## config.mk

```make
export PLATFORM = sky130hd
export DESIGN_NAME = riscvboy_dbus_decoder_flat
export DESIGN_NICKNAME = d
export VERILOG_FILES = /design/src/rtl/riscvboy_dbus_decoder_if.sv /design/src/rtl/riscvboy_dbus_decoder.sv /design/src/flat_wrapper.sv
export SDC_FILE = /design/constraint.sdc
export NUM_CORES = 1
export LEC_CHECK = 0
export BUFFER_PORTS_ARGS = -buffer_cell sky130_fd_sc_hd__buf_2
export CORE_AREA = 2 2 120 122
export DETAILED_ROUTE_END_ITERATION = 10
export DIE_AREA = 0 0 122 124
export GPL_TIMING_DRIVEN = 0
export PLACE_DENSITY = 0.78
export SETUP_SLACK_MARGIN = 0.15
export SLEW_MARGIN = 20
export SYNTH_ARGS = -nofsm -noshare
export SYNTH_HDL_FRONTEND = slang
export SYNTH_SLANG_ARGS = --single-unit
```

## constraint.sdc

```tcl
create_clock -name clk_sys -period 2.7 [get_ports clk_sys]
set_clock_uncertainty 0.05 [all_clocks]
set_input_delay 0 -clock clk_sys [delete_from_list [all_inputs] [get_ports clk_sys]]
set_output_delay 0 -clock clk_sys [all_outputs]
set_load 0.05 [all_outputs]
```

## src/rtl/riscvboy_dbus_decoder_if.sv

```systemverilog
// riscvboy_dbus_decoder_if: core-side and slave-side bus signals of the data-bus decoder
//   master : drives the core request (i_mem_*) and the slave responses (i_slv_*)
//   slave  : the decoder; drives the core response (o_mem_*) and slave strobes (o_slv_*)
interface riscvboy_dbus_decoder_if #(
    parameter int N_SLV  = 4,
    parameter int ADDR_W = 32,
    parameter int DATA_W = 32
);
    logic                    i_mem_ren;
    logic                    i_mem_wen;
    logic [DATA_W/8-1:0]     i_mem_wbe;
    logic [ADDR_W-1:0]       i_mem_addr;
    logic [DATA_W-1:0]       i_mem_wdata;
    logic [DATA_W-1:0]       o_mem_rdata;
    logic                    o_mem_ack;
    logic                    o_mem_err;
    logic                    o_mem_busy;
    logic [N_SLV-1:0]        o_slv_sel;
    logic                    o_slv_wen;
    logic [DATA_W/8-1:0]     o_slv_wbe;
    logic [ADDR_W-1:0]       o_slv_addr;
    logic [DATA_W-1:0]       o_slv_wdata;
    logic [N_SLV-1:0]        i_slv_ack;
    logic [N_SLV*DATA_W-1:0] i_slv_rdata;

    modport master (
        output i_mem_ren, i_mem_wen, i_mem_wbe, i_mem_addr, i_mem_wdata, i_slv_ack, i_slv_rdata,
        input  o_mem_rdata, o_mem_ack, o_mem_err, o_mem_busy,
        input  o_slv_sel, o_slv_wen, o_slv_wbe, o_slv_addr, o_slv_wdata
    );

    modport slave (
        input  i_mem_ren, i_mem_wen, i_mem_wbe, i_mem_addr, i_mem_wdata, i_slv_ack, i_slv_rdata,
        output o_mem_rdata, o_mem_ack, o_mem_err, o_mem_busy,
        output o_slv_sel, o_slv_wen, o_slv_wbe, o_slv_addr, o_slv_wdata
    );
endinterface

```

## src/rtl/riscvboy_dbus_decoder.sv

```systemverilog
// riscvboy_dbus_decoder: address-mapped data-bus decoder, one outstanding access, ack/err/timeout
//   clk_sys : system clock
//   rst     : synchronous active-high reset
//   bus     : core request/response and per-slave strobe/ack/rdata (slave modport)
module riscvboy_dbus_decoder #(
    parameter int                      N_SLV    = 4,
    parameter int                      ADDR_W   = 32,
    parameter int                      DATA_W   = 32,
    parameter logic [N_SLV*ADDR_W-1:0] SLV_BASE = {32'h3000_0000, 32'h2000_0000, 32'h1000_0000, 32'h0000_0000},
    parameter logic [N_SLV*ADDR_W-1:0] SLV_MASK = {4{32'hF000_0000}},
    parameter int                      TIMEOUT  = 15
) (
    input logic clk_sys,
    input logic rst,
    riscvboy_dbus_decoder_if.slave bus
);
    typedef enum logic [1:0] {IDLE, ACCESS, RESP} state_t;

    localparam logic [7:0] TO = 8'(TIMEOUT);

    state_t            state;
    logic [N_SLV-1:0]  hit;
    logic [N_SLV-1:0]  cur;
    logic [7:0]        cnt;
    logic [DATA_W-1:0] sel_rdata;
    logic              req;
    logic              ack_hit;

    // descending scan so the lowest matching index wins on overlap
    always_comb begin
        hit = '0;
        for (int i = N_SLV - 1; i >= 0; i--)
            if ((bus.i_mem_addr & SLV_MASK[i*ADDR_W +: ADDR_W]) == SLV_BASE[i*ADDR_W +: ADDR_W]) begin
                hit    = '0;
                hit[i] = 1'b1;
            end
        sel_rdata = '0;
        for (int i = 0; i < N_SLV; i++)
            if (cur[i]) sel_rdata = bus.i_slv_rdata[i*DATA_W +: DATA_W];
    end

    assign req     = bus.i_mem_ren | bus.i_mem_wen;
    assign ack_hit = |(bus.i_slv_ack & cur);

    // RESP and IDLE both accept a new request, so the ack cycle can start the next access
    always_ff @(posedge clk_sys) begin
        if (rst) begin
            state           <= IDLE;
            cur             <= '0;
            cnt             <= '0;
            bus.o_mem_rdata <= '0;
            bus.o_mem_ack   <= 1'b0;
            bus.o_mem_err   <= 1'b0;
            bus.o_mem_busy  <= 1'b0;
            bus.o_slv_sel   <= '0;
            bus.o_slv_wen   <= 1'b0;
            bus.o_slv_wbe   <= '0;
            bus.o_slv_addr  <= '0;
            bus.o_slv_wdata <= '0;
        end else begin
            bus.o_mem_ack <= 1'b0;
            bus.o_mem_err <= 1'b0;
            bus.o_slv_sel <= '0;
            if (state == ACCESS) begin
                if (ack_hit) begin
                    state           <= RESP;
                    bus.o_mem_ack   <= 1'b1;
                    bus.o_mem_rdata <= bus.o_slv_wen ? '0 : sel_rdata;
                end else if (cnt == TO) begin
                    state           <= RESP;
                    bus.o_mem_ack   <= 1'b1;
                    bus.o_mem_err   <= 1'b1;
                    bus.o_mem_rdata <= '0;
                end else begin
                    cnt <= cnt + 8'd1;
                end
            end else if (req) begin
                bus.o_mem_busy <= 1'b1;
                if ((bus.i_mem_ren & bus.i_mem_wen) || hit == '0) begin
                    state           <= IDLE;
                    bus.o_mem_ack   <= 1'b1;
                    bus.o_mem_err   <= 1'b1;
                    bus.o_mem_rdata <= '0;
                end else begin
                    state           <= ACCESS;
                    cur             <= hit;
                    cnt             <= '0;
                    bus.o_slv_sel   <= hit;
                    bus.o_slv_wen   <= bus.i_mem_wen;
                    bus.o_slv_wbe   <= bus.i_mem_wen ? bus.i_mem_wbe : '0;
                    bus.o_slv_addr  <= bus.i_mem_addr;
                    bus.o_slv_wdata <= bus.i_mem_wdata;
                end
            end else begin
                state          <= IDLE;
                bus.o_mem_busy <= 1'b0;
            end
        end
    end
endmodule

```

## src/flat_wrapper.sv

```systemverilog
// flat-port wrapper written by rule: the top's interface ports become plain ports
module riscvboy_dbus_decoder_flat 
#(
    parameter int                      N_SLV    = 4,
    parameter int                      ADDR_W   = 32,
    parameter int                      DATA_W   = 32,
    parameter logic [N_SLV*ADDR_W-1:0] SLV_BASE = {32'h3000_0000, 32'h2000_0000, 32'h1000_0000, 32'h0000_0000},
    parameter logic [N_SLV*ADDR_W-1:0] SLV_MASK = {4{32'hF000_0000}},
    parameter int                      TIMEOUT  = 15
)
  (clk_sys, rst, bus_i_mem_ren, bus_i_mem_wen, bus_i_mem_wbe, bus_i_mem_addr, bus_i_mem_wdata, bus_i_slv_ack, bus_i_slv_rdata, bus_o_mem_rdata, bus_o_mem_ack, bus_o_mem_err, bus_o_mem_busy, bus_o_slv_sel, bus_o_slv_wen, bus_o_slv_wbe, bus_o_slv_addr, bus_o_slv_wdata);
  riscvboy_dbus_decoder_if #(.N_SLV(N_SLV), .ADDR_W(ADDR_W), .DATA_W(DATA_W)) bus_i ();
  input logic clk_sys;
  input logic rst;
  input wire logic [$bits(bus_i.i_mem_ren)-1:0] bus_i_mem_ren;
  input wire logic [$bits(bus_i.i_mem_wen)-1:0] bus_i_mem_wen;
  input wire logic [$bits(bus_i.i_mem_wbe)-1:0] bus_i_mem_wbe;
  input wire logic [$bits(bus_i.i_mem_addr)-1:0] bus_i_mem_addr;
  input wire logic [$bits(bus_i.i_mem_wdata)-1:0] bus_i_mem_wdata;
  input wire logic [$bits(bus_i.i_slv_ack)-1:0] bus_i_slv_ack;
  input wire logic [$bits(bus_i.i_slv_rdata)-1:0] bus_i_slv_rdata;
  output wire logic [$bits(bus_i.o_mem_rdata)-1:0] bus_o_mem_rdata;
  output wire logic [$bits(bus_i.o_mem_ack)-1:0] bus_o_mem_ack;
  output wire logic [$bits(bus_i.o_mem_err)-1:0] bus_o_mem_err;
  output wire logic [$bits(bus_i.o_mem_busy)-1:0] bus_o_mem_busy;
  output wire logic [$bits(bus_i.o_slv_sel)-1:0] bus_o_slv_sel;
  output wire logic [$bits(bus_i.o_slv_wen)-1:0] bus_o_slv_wen;
  output wire logic [$bits(bus_i.o_slv_wbe)-1:0] bus_o_slv_wbe;
  output wire logic [$bits(bus_i.o_slv_addr)-1:0] bus_o_slv_addr;
  output wire logic [$bits(bus_i.o_slv_wdata)-1:0] bus_o_slv_wdata;
  assign bus_i.i_mem_ren = bus_i_mem_ren;
  assign bus_i.i_mem_wen = bus_i_mem_wen;
  assign bus_i.i_mem_wbe = bus_i_mem_wbe;
  assign bus_i.i_mem_addr = bus_i_mem_addr;
  assign bus_i.i_mem_wdata = bus_i_mem_wdata;
  assign bus_i.i_slv_ack = bus_i_slv_ack;
  assign bus_i.i_slv_rdata = bus_i_slv_rdata;
  assign bus_o_mem_rdata = bus_i.o_mem_rdata;
  assign bus_o_mem_ack = bus_i.o_mem_ack;
  assign bus_o_mem_err = bus_i.o_mem_err;
  assign bus_o_mem_busy = bus_i.o_mem_busy;
  assign bus_o_slv_sel = bus_i.o_slv_sel;
  assign bus_o_slv_wen = bus_i.o_slv_wen;
  assign bus_o_slv_wbe = bus_i.o_slv_wbe;
  assign bus_o_slv_addr = bus_i.o_slv_addr;
  assign bus_o_slv_wdata = bus_i.o_slv_wdata;
  riscvboy_dbus_decoder #(.N_SLV(N_SLV), .ADDR_W(ADDR_W), .DATA_W(DATA_W), .SLV_BASE(SLV_BASE), .SLV_MASK(SLV_MASK), .TIMEOUT(TIMEOUT)) u_core (.clk_sys(clk_sys), .rst(rst), .bus(bus_i));
endmodule
```

# Word-level counts from Yosys, hierarchy flattened
# Cells that the tools add are included.
[totals]
in_bits = 204
reg_bits = 122
word_cells = 71
output_inout_bits = 108
[classes]
n_mux = 33
bitwise_logic = 6
n_reduce_logical = 10
eq_ne = 9
add_sub_neg = 1
[op_table]
columns = ["operator", "n"]
rows = [
  ["two-way mux 32 bit", 10],
  ["two-way mux 8 bit", 5],
  ["zero test 32 bit", 1],
  ["two-way mux 4 bit", 5],
  ["two-way mux 1 bit", 10],
  ["adder 8 x 1 -> 8 bit, second input constant", 1],
  ["equality test 4 x 2 -> 1 bit, second input constant", 2],
  ["equality test 8 x 4 -> 1 bit, second input constant", 1],
  ["OR reduction 4 bit", 2],
  ["two-way mux 2 bit", 3],
  ["AND reduction 3 bit", 2],
  ["bitwise AND 4 bit", 1],
  ["equality test 4 x 1 -> 1 bit, second input constant", 1],
  ["zero test 4 bit", 1],
  ["inequality test 2 bit, second input constant", 2],
  ["AND reduction 4 bit", 1],
  ["nonzero test 2 bit", 2],
  ["inequality test 3 x 2 -> 1 bit, second input constant", 1],
  ["inverter 1 bit", 3],
  ["equality test 2 x 1 -> 1 bit, second input constant", 1],
  ["inequality test 2 x 1 -> 1 bit, second input constant", 1],
  ["bitwise AND 1 bit", 1],
  ["logical OR 1 bit", 1],
  ["bitwise OR 1 bit", 1],
]

# Depth between registers and ports, before layout
# Gate-level depths: netlist (run 1).
[depth]
ltp_word = 10
mapped_depth = 8
mapped_depth_nobuf = 6

# Worst setup path after synthesis (run 1)
# No wires, ideal clock.
[synth_path]
path_kind = "reg2reg"
startpoint = "register u_core.cnt[4]"
endpoint = "register u_core.bus.o_mem_rdata[10]"
arrival_time_ns = 1.715
required_time_ns = 2.528
stages_incl_launch_ff = 7
setup_slack_ns = 0.813
synth_period_minus_slack_ns = 1.887
n_path_buf = 1
path_cell_list = "dfxtp_1 -> or4_4 -> or2_4 -> nand2_4 -> a211oi_4 -> buf_6 -> a221o_1"
[synth_between]
elab_chain_len = 3
[synth_rtl]
columns = ["item", "line", "text"]
rows = [
  ["from (decl)", "riscvboy_dbus_decoder.sv:24", "logic [7:0] cnt;"],
  ["from (signal assigned)", "riscvboy_dbus_decoder.sv:75", "cnt <= cnt + 8'd1;"],
  ["equality test 8 x 4 -> 1 bit", "riscvboy_dbus_decoder.sv:69", "end else if (cnt == TO) begin"],
  ["inequality test 3 x 2 -> 1 bit (no line)", "--", ""],
  ["AND reduction 3 bit (no line)", "--", ""],
  ["to (signal assigned)", "riscvboy_dbus_decoder.sv:68", "bus.o_mem_rdata <= bus.o_slv_wen ? '0 : sel_rdata;"],
  ["to (decl)", "riscvboy_dbus_decoder_if.sv:34", "output o_mem_rdata, o_mem_ack, o_mem_err, o_mem_busy,"],
]
# Every way passes these cells.
# A chain may end at the register's enable or synchronous reset.

# Final worst setup path (run 1)
[layout_path]
startpoint = "register u_core.cur[1]"
endpoint = "register u_core.bus.o_mem_rdata[18]"
[layout_between]
elab_chain_len = 6
elab_cells_between_ends = 10
[layout_rtl]
columns = ["item", "line", "text"]
rows = [
  ["from (decl)", "riscvboy_dbus_decoder.sv:23", "logic [N_SLV-1:0] cur;"],
  ["from (signal assigned)", "riscvboy_dbus_decoder.sv:86", "cur <= hit;"],
  ["two-way mux 32 bit (3 in a row)", "riscvboy_dbus_decoder.sv:39", "if (cur[i]) sel_rdata = bus.i_slv_rdata[i*DATA_W +: DATA_W];"],
  ["two-way mux 32 bit", "riscvboy_dbus_decoder.sv:68", ""],
  ["two-way mux 32 bit", "riscvboy_dbus_decoder.sv:65", "if (ack_hit) begin"],
  ["two-way mux 32 bit", "riscvboy_dbus_decoder.sv:64", "if (state == ACCESS) begin"],
]
# Parallel ways exist; a longest one is shown, timed or not.

==> results of run 1 <==
[state kept, by name, indices dropped and copies added (netlist names), 2 cells and up]
register                cells
u_core.bus.o_mem_rdata     32
u_core.bus.o_slv_addr      32
u_core.bus.o_slv_wdata     32
u_core.cnt                  8
u_core.bus.o_slv_sel        4
u_core.bus.o_slv_wbe        4
u_core.cur                  4
u_core.state                2
[logic make-up (layout without fill, tap and decap cells)]
group | after synthesis | in the layout
and+or+nand+nor | 114 | 114
adders and majority gates | 1 | 1
AOI/OAI and AO/OA | 183 | 183
DFF | 122 | 122
buffers and inverters | 46 | 552
xor gates and xnor gates | 8 | 8
[final cells by class]
class | instances | area [um^2] | share of cell area
Buffer | 44 | 204 | 0.0232
Clock buffer | 17 | 425 | 0.0483
Clock inverter | 15 | 168 | 0.0190
Inverter | 2 | 7.51 | 0.000852
Multi-Input combinational cell | 306 | 2160 | 0.245
Sequential cell | 122 | 2440 | 0.277
Tap cell | 180 | 225 | 0.0256
Timing Repair Buffer | 474 | 3180 | 0.361
[where the power goes]
part	switching (mW)	leakage, nW	internal (mW)
Sequential	0.0325	0.988	1.85
Clock	0.905	0.284	1.38
Combinational	0.380	2.98	0.337
Total	1.32	4.25	3.56
[through the flow]
stage          TNS (ns)  power [mW]  cell area [um^2]  setup WS [ns]
2_1_floorplan         0        2.19              4790          0.813
3_3_place_gp     -0.722        2.42              6570        -0.0380
3_5_place_dp          0        2.43              6570         0.0388
4_1_cts               0        4.87              8770          0.195
5_1_grt               0        5.04              8810          0.145
6_report              0        4.88              8810          0.278
[final timing paths]
path	endpoint	slack (ns)	from
min	u_core.bus.o_mem_rdata[19]	0.008	bus_i_slv_rdata[19]
max reg2reg	u_core.bus.o_mem_rdata[18]	0.28	u_core.cur[1]
max	u_core.bus.o_mem_rdata[18]	0.28	u_core.cur[1]
min reg2reg	u_core.bus.o_slv_addr[28]	0.42	u_core.bus.o_slv_addr[28]
[critical path: cells and delay by family (launching register included)]
| family | cells | cell delay [ns] |
|---|---|---|
| buf+inv | 4 | 1.24 |
| compound gates | 3 | 0.64 |
| flops | 1 | 0.30 |
| simple gates | 1 | 0.07 |
[per-layer routing]
layer  wire length, um  vias up  share of wire
li1                  -     2804              -
met1              8230     2843           0.37
met2             11100      423           0.50
met3              1920       72          0.087
met4               827        0          0.037
met5                 0        -              0
[what timing repair did]
action / CTS / global route
endpoints found under the setup margin: 30 / 62
endpoints found under the hold margin: 106 / 0
setup buffers: 0 / 3
pin swaps: 0 / 1
hold buffers: 160 / 0
gates resized for setup: 1 / 9
[cells in the final DEF (no fill, tap or decap), drive strengths merged, types with 2 or more instances in the layout]
master	netlist	final
or2	2	2
nand3	5	5
dfxtp	122	122
inv	2	7
o21ai	33	33
bufinv	0	2
a211oi	8	8
a21oi	4	4
a22oi	34	34
nand2	41	41
dlygate4sd3	0	160
nor2	14	14
clkbuf	34	52
and3	34	34
nand2b	3	3
and2	3	3
xnor2	7	7
buf	10	323
a22o	65	65
clkinvlp	0	3
a21o	4	4
a221o	32	32
clkinv	0	5
nor3	3	3
nor2b	2	2
==> impl_metrics.csv, run 1 <==
group,metric,value,unit
cells_and_area,layout-drive-gt1-share,0.377,
synth,synth_mux_area_frac,0,
synth,syn_nets,679,
cts,cts-buffers-inserted,17,
timing,drv_slew,0,
cells_and_area,final_nets,1172,
synth,synth_top_family_by_area,"compound AO/OA/AOI/OAI gates",
synth,synth_xor_xnor_area_share,0.0146,
cells_and_area,antennaDiodeCount,0,
setup_path,cp.required,2.93,ns
synth,synth.most_common_cell,"dfxtp_1",
synth,yosys_most_used_dff,"dfxtp_1",
timing,slew_headroom,0.363,
global_routing,use_met3,0.0769,
synth,synth_compound_area_frac,0.305,
synth,synth_common_cells,"dfxtp_1 (122), a22o_1 (65), nand2_1 (40)",
timing,hold_violations,0,
synth,synth-seq-cells,122,
synth,synth-simple-area-share,0.125,
pwr,cellPowerDensity,554,nW/um^2
floorplan,die_w,122,um
routing,dr.pass1.iters,5,
global_routing,grt_pass1_vias,6176,
cts,clock_latency,0.41,ns
synth,yosysSeqAreaShare,0.510,
setup_path,slowest_delay,0.58,ns
global_routing,use_met1,0.306,
setup_path,end_kind,"flip-flop",
global_routing,top_usage_layer,"met2",
timing,grt_setup_unrepaired,"yes",
placement,dp_hpwl,13.3,mm
synth,synth_cells,474,
floorplan,dieArea,15100,um^2
floorplan,core-area,13700,um^2
cts,cts-root-buf,"clkbuf_16",
setup_path,reg2reg_depth,8,
floorplan,rows,43,
setup_path,cp_slowest_cell,"dlygate4sd3_1",
global_routing,track_usage,0.280,
cts,cts_sinks,122,
cells_and_area,synthToLayoutAreaGrowth,84.0,%
placement,gp_congestion,0.810,
cts,htreeDepth,4,
job,maxCapViolations,0,
placement,place.port_buffers,311,
synth,synthArstFlopShare,0,
floorplan,fp.dieH,124,um
global_routing,grt_pass1_wl,32.3,mm
cells_and_area,nFillCells,1009,
setup_path,critical_path_class,"flip-flop to flip-flop",
synth,synth_edf_count,0,
pwr,ir_drop,391,uV
global_routing,grt_max_degree,17,
routing,drc_errors,0,
timing,hold_slack,0.00815,ns
routing,vias,6142,
cells_and_area,final_cells,1160,
routing,drt-total-wl,22.1,mm
timing,fin_crit_sh,0.897,
cts,cts_buffer_depth,2,
global_routing,grtUsageMet2,0.498,
synth,synth_top_cell_area_share,0.510,
setup_path,worstPathArrival,2.66,ns
placement,dp_cells,965,
pwr,power_leakage,4.25,nW
cts,cts_tree,"done",
routing,drt-initial-drc-count,387,
synth,yosys.area.top_type,"dfxtp_1",
floorplan,start_util,0.349,
routing,antenna_left,0,
worst_hold_path,hold_path.class,"input pin to flip-flop",
synth,synth_cell_type_count,39,
global_routing,antenna_found_initial,0,
cells_and_area,final_core_util,0.642,
routing,wl_per_cell,19.1,um
timing,max_freq,0.413,GHz
global_routing,gr-total-overflow,0,
floorplan,pin_count,312,
cts,clk_pin_slew,0.06,ns
synth,synthAdderAreaFrac,0.00261,
setup_path,cp_max_fo,10,
synth,yosys_warnings,0,
synth,synth.cell_area,4790,um^2
timing,finalSetupViolCount,0,
worst_hold_path,holdPathStages,4,
setup_path,start_kind,"flip-flop",
synth,syn_avg_cell_area,10.1,um^2
synth,yosys-top-cells-area,"dfxtp_1 (51%), a22o_1 (12%), a221o_1 (6.7%), a22oi_1 (5.3%), and3_1 (4.4%)",
setup_path,worstPathCellList,"clkbuf_4, nor2b_1, clkbuf_1, clkbuf_2, a22oi_1, dlygate4sd3_1, o21ai_0, a221o_1",
routing,viasPerCell,5.29,
timing,worst_pin_slew,0.942,ns
status,status,"completed",
timing,min_period,2.42,ns
Note: power is estimated with default switching activity, not from simulation.
==> run 2: changes to the inputs <==
Settings changed: CELL_PAD_IN_SITES_DETAIL_PLACEMENT set to 1, CELL_PAD_IN_SITES_GLOBAL_PLACEMENT set to 1, CORE_AREA 2 2 120 122 to not set, CORE_UTILIZATION set to 30, DIE_AREA 0 0 122 124 to not set, PLACE_DENSITY 0.78 to 0.9.
==> run 2 against run 1 <==
Sequential share of layout area rose by 0.32 points. Global-route usage rose by 4.1 points. Utilization fell by 7.6 points. Maximum frequency is 3.8% lower. Via count rose by 2.8%. Clock-buffer cell count increased by 3. Cell count up 1.3%. Sequential power barely moved. Routed wire length grew 21%. Combinational power grew 2%. Critical path depth up 1. Non-clock buffer count is 17 lower. Largest cell class unchanged. Largest power group unchanged.
==> impl_metrics.csv, run 2 (same netlist as run 1, synthesis figures left out) <==
group,metric,value,unit
status,status,"completed",
cts,htreeDepth,4,
cells_and_area,final_nets,1155,
worst_hold_path,hp-start,"bus_i_slv_rdata[28]",
floorplan,die_w,128,um
floorplan,dieArea,16500,um^2
routing,vias,6312,
setup_path,worstPathArrival,2.82,ns
worst_hold_path,whs_endpoint,"u_core.bus.o_mem_rdata[28]",
routing,wl_per_cell,22.9,um
cells_and_area,final_cells,1175,
global_routing,antenna_found_initial,0,
cts,cts_tree,"done",
timing,hold_violations,0,
routing,viasPerCell,5.37,
cells_and_area,final_common_cell,"buf_2",
routing,drt-initial-drc-count,330,
global_routing,gr-total-overflow,0,
cts,cts_buffer_depth,2,
cells_and_area,layout-drive-gt1-share,0.382,
cts,clk_pin_slew,0.06,ns
setup_path,start_kind,"input pin",
setup_path,slowest_delay,0.56,ns
cts,cts-buffers-inserted,17,
floorplan,fp.dieH,128,um
global_routing,grt_max_degree,17,
timing,min_period,2.52,ns
timing,slew_headroom,0.500,
global_routing,grt_pass1_wl,39.5,mm
cells_and_area,fin_area,8710,um^2
worst_hold_path,holdPathStages,4,
setup_path,critPathBufInv,4,
timing,grt_setup_unrepaired,"yes",
routing,dr.pass1.iters,6,
setup_path,critical_path_class,"input pin to flip-flop",
setup_path,cp_top_family,"buffers and inverters",
setup_path,r2r-end,"u_core.bus.o_slv_sel[1]",
pwr,cellPowerDensity,568,nW/um^2
timing,tns,0,ns
cts,cts_sinks,122,
setup_path,cp_slowest_cell,"dlygate4sd3_1",
floorplan,rows,45,
floorplan,pin_count,312,
floorplan,start_util,0.312,
placement,dp_hpwl,15.2,mm
floorplan,core-area,15400,um^2
setup_path,end_kind,"flip-flop",
cells_and_area,layout_common_cells,"buf_2 (318), dlygate4sd3_1 (146), dfxtp_1 (122), a22o_1 (65), nand2_1 (40)",
placement,gp_congestion,0.790,
setup_path,cp_max_fo,10,
routing,drt-total-wl,26.9,mm
job,maxCapViolations,0,
timing,finalSetupViolCount,0,
setup_path,worstPathCellList,"dlygate4sd3_1, buf_2, nor2_1, nand2_1, nor3b_1, clkbuf_2, nand2_1, nor2_1, dlygate4sd3_1",
setup_path,reg2reg_depth,8,
pwr,power_leakage,4.22,nW
setup_path,cp.required,3.01,ns
routing,antenna_left,0,
timing,max_freq,0.397,GHz
placement,place.port_buffers,311,
cts,cts-root-buf,"clkbuf_16",
routing,drc_errors,0,
setup_path,crit-reg2reg-launch,"u_core.state[1]",
timing,fin_crit_sh,0.932,
cts,clock_latency,0.41,ns
timing,drv_slew,0,
worst_hold_path,hold_path.class,"input pin to flip-flop",
setup_path,rrSetupSlack,0.25,ns
cells_and_area,synthToLayoutAreaGrowth,81.9,%
placement,placed_cell_area,6620,um^2
placement,dp_cells,996,
cells_and_area,biggestRegsByFlops,"u_core.bus.o_mem_rdata x32, u_core.bus.o_slv_addr x32, u_core.bus.o_slv_wdata x32",
setup_path,crit_cells,9,
global_routing,grt_pass1_vias,7040,
pwr,ir_drop,434,uV
global_routing,track_usage,0.321,
timing,worst_pin_slew,0.748,ns
timing,hold_slack,0.0109,ns
-- run 2: cell types whose count changed in the layout (fill, tap and decap cells not counted), moves of 2 or more --
cell | before | now
dlygate4sd3_1 | 160 | 146
buf_4 | 3 | 0
inv_8 | 2 | 0
clkbuf_8 | 0 | 3
-- run 2: repair_timing --
item                                   in CTS  in global routing
gates resized for setup                     1                 11
setup buffers                               0                  0
hold buffers                              146                  0
cloned                                      0                  0
endpoints found under the hold margin     106                  0
setup endpoints to repair                   4                 11
-- run 2: tightest hold or removal path, stage by stage --
cell and delay, ns:
buf_2 0.09, a22oi_1 0.07, o21ai_0 0.16, a221o_1 0.13
-- run 2: per-stage QoR --
step / setup slack, ns / power (mW) / util
2_1_floorplan: 0.813 / 2.19 / -
3_3_place_gp: 0.216 / 2.43 / 0.430
3_5_place_dp: 0.166 / 2.45 / 0.431
4_1_cts: 0.182 / 4.92 / 0.565
5_1_grt: 0.148 / 5.09 / 0.566
6_report: 0.183 / 4.95 / 0.567
-- run 2: cell type report --
class                           count  area [um^2]
Multi-Input combinational cell    306         2160
Timing Repair Buffer              457         3020
Clock inverter                     12          139
Inverter                            2         7.51
Sequential cell                   122         2440
Antenna cell                        1         2.50
Fill cell                        1778         6660
Clock buffer                       20          467
Tap cell                          211          264
Buffer                             44          205
-- run 2: per-layer routing --
metal  vias to the layer above  part of all wire  track usage
li1                       2772                 -            -
met1                      3058              0.36        0.333
met2                       392              0.52        0.588
met3                        90             0.075       0.0753
met4                         0             0.044        0.190
met5                         -                 0            0
-- run 2: power by group --
group	total (mW)	internal, mW	switching, mW
clock	2.33	1.44	0.890
combinational	0.733	0.326	0.406
sequential	1.89	1.85	0.0367
-- run 2: worst max path at each step --
stage	from	endpoint	slack (ns)
after global routing	u_core.state[1]	u_core.bus.o_slv_sel[1]	0.15
after detailed placement	u_core.state[1]	u_core.bus.o_slv_addr[9]	0.17
final	bus_i_mem_addr[30]	u_core.bus.o_slv_sel[1]	0.18
after global placement	u_core.state[1]	u_core.cur[1]	0.22
after CTS	bus_i_mem_addr[30]	u_core.bus.o_slv_sel[1]	0.18
after floorplan	u_core.cnt[4]	u_core.bus.o_mem_rdata[10]	0.81
==> run 3: changes to the inputs <==
Settings changed: CORE_UTILIZATION 30 to 31, CTS_BUF_LIST set to sky130_fd_sc_hd__clkbuf_8, PLACE_DENSITY 0.9 to 0.93.
==> run 3 against run 2 <==
Cell area about the same. Utilization increased by 0.83 points. Cell count is 0.60% lower. Sequential power barely moved. Combinational power is 2% higher. Hold slack improved by 0.022 ns. Critical path depth is 4 lower. Sequential share of layout area is essentially flat. Clock power decreased by 18%. Sequential cell count stayed put. Total power shrank 8.2%. First-iteration DRC count is 1.5% higher. Largest power group unchanged.
==> impl_metrics.csv, run 3 (same netlist as run 1, synthesis figures left out) <==
group,metric,value,unit
status,status,"completed",
pwr,cellPowerDensity,522,nW/um^2
global_routing,track_usage,0.331,
routing,vias,6438,
cells_and_area,antennaDiodeCount,0,
cts,cts_buffer_depth,2,
timing,worst_pin_slew,0.717,ns
routing,viasPerCell,5.51,
routing,wl_per_cell,23.2,um
cts,cts_tree,"done",
placement,place.port_buffers,311,
routing,antenna_left,0,
timing,finalSetupViolCount,0,
floorplan,core-area,15100,um^2
job,maxCapViolations,0,
cts,htreeDepth,4,
cells_and_area,layout_common_cells,"buf_2 (318), dlygate4sd3_1 (163), dfxtp_1 (122), a22o_1 (65), nand2_1 (40)",
cells_and_area,layout-drive-gt1-share,0.379,
floorplan,pin_count,312,
setup_path,critical_path_class,"flip-flop to flip-flop",
global_routing,use_met3,0.0892,
global_routing,grt_pass1_wl,39.9,mm
worst_hold_path,whs_endpoint,"u_core.bus.o_mem_rdata[8]",
timing,drv_slew,0,
setup_path,end_kind,"flip-flop",
global_routing,use_met1,0.357,
routing,drt-initial-drc-count,335,
timing,fin_crit_sh,0.914,
routing,drc_errors,0,
worst_hold_path,hp-start,"bus_i_slv_rdata[40]",
timing,grt_setup_unrepaired,"no",
global_routing,grt_max_degree,17,
timing,slew_headroom,0.521,
timing,fin_ws,0.231,ns
cts,cts_sinks,122,
floorplan,fp.dieH,126,um
cts,clk_pin_slew,0.09,ns
cells_and_area,synthToLayoutAreaGrowth,81.8,%
worst_hold_path,holdPathStages,4,
worst_hold_path,hold_path.class,"input pin to flip-flop",
placement,dp_hpwl,14.6,mm
setup_path,crit-reg2reg-launch,"u_core.cur[2]",
setup_path,cp.required,2.98,ns
global_routing,top_usage_layer,"met2",
setup_path,reg2reg_depth,5,
pwr,power_leakage,4.27,nW
timing,tns,0,ns
cells_and_area,final_core_util,0.575,
setup_path,worstPathArrival,2.75,ns
floorplan,start_util,0.316,
floorplan,dieArea,15900,um^2
global_routing,grt_pass1_vias,6945,
cells_and_area,final_common_cell,"buf_2",
placement,gp_congestion,0.844,
timing,max_freq,0.405,GHz
setup_path,cp_max_fo,10,
cts,cts-buffers-inserted,17,
setup_path,start_kind,"flip-flop",
floorplan,die_w,126,um
cells_and_area,biggestRegsByFlops,"u_core.bus.o_mem_rdata x32, u_core.bus.o_slv_addr x32, u_core.bus.o_slv_wdata x32",
setup_path,r2r-end,"u_core.bus.o_mem_rdata[14]",
global_routing,antenna_found_initial,0,
placement,post-place-ws,0.208,ns
timing,hold_violations,0,
global_routing,grtUsageMet2,0.578,
floorplan,rows,45,
global_routing,gr-total-overflow,0,
cells_and_area,final_nets,1172,
timing,min_period,2.47,ns
cts,cts-root-buf,"clkbuf_8",
pwr,ir_drop,372,uV
setup_path,rrSetupSlack,0.23,ns
cts,clock_latency,0.43,ns
routing,dr.pass1.iters,5,
routing,drt-total-wl,27.1,mm
## run 3: worst max-delay path, stage by stage, from the launching register on
cell and delay [ns]:
dfxtp_1 0.42, clkbuf_2 0.31, clkbuf_1 0.38, o21ai_0 0.22, dlygate4sd3_1 0.63, a221o_1 0.34
## run 3: per-stage QoR
step	std cells	hold WS (ns)	cell area [um^2]	power (mW)
floorplan	474	0.0224	4790	2.19
global placement	973	0.159	6580	2.43
detailed placement	973	0.167	6580	2.44
CTS	1167	0.000341	8660	4.47
global route	1168	0.0258	8710	4.66
finish	1168	0.0334	8710	4.54
## run 3: report_power, final
part / leakage (nW) / total (mW) / internal, mW / switching, mW
clock network: 0.226 / 1.92 / 1.05 / 0.862
registers: 0.988 / 1.88 / 1.85 / 0.0366
logic: 3.05 / 0.745 / 0.335 / 0.410
total: 4.27 / 4.54 / 3.23 / 1.31
## run 3: timing repair
item                                    in CTS  in global routing
buffers inserted                             0                  0
endpoints found under the setup margin       0                 40
resized for setup                            0                 17
hold endpoints to repair                   108                  1
hold buffers                               162                  1
## run 3: routing by layer
layer	part of all wire	wire, um
met5	0	0
met4	0.058	1560
met3	0.084	2280
met2	0.49	13200
met1	0.37	10000
## run 3: layout make-up
cell class / count / area [um^2]
fillers: 1697 / 6440
repair buffers: 474 / 3190
flip-flops and latches: 122 / 2440
multi-input cells: 306 / 2170
clock buffers: 18 / 248
well taps: 188 / 235
clock inverters: 14 / 206
plain buffers: 44 / 206
inverters: 2 / 7.51
## run 3: worst max path at each step
| stage | startpoint | end | slack [ns] | cells after the start |
|---|---|---|---|---|
| 2_1_floorplan | u_core.cnt[4] | u_core.bus.o_mem_rdata[10] | 0.81 | 6 |
| 3_3_place_gp | u_core.cur[3] | u_core.bus.o_mem_rdata[12] | 0.27 | 7 |
| 3_5_place_dp | u_core.state[1] | u_core.bus.o_slv_addr[10] | 0.21 | 7 |
| 4_1_cts | u_core.state[1] | u_core.bus.o_slv_addr[10] | 0.18 | 7 |
| 5_1_grt | u_core.cur[1] | u_core.bus.o_mem_rdata[23] | 0.15 | 8 |
| 6_report | u_core.cur[2] | u_core.bus.o_mem_rdata[14] | 0.23 | 5 |
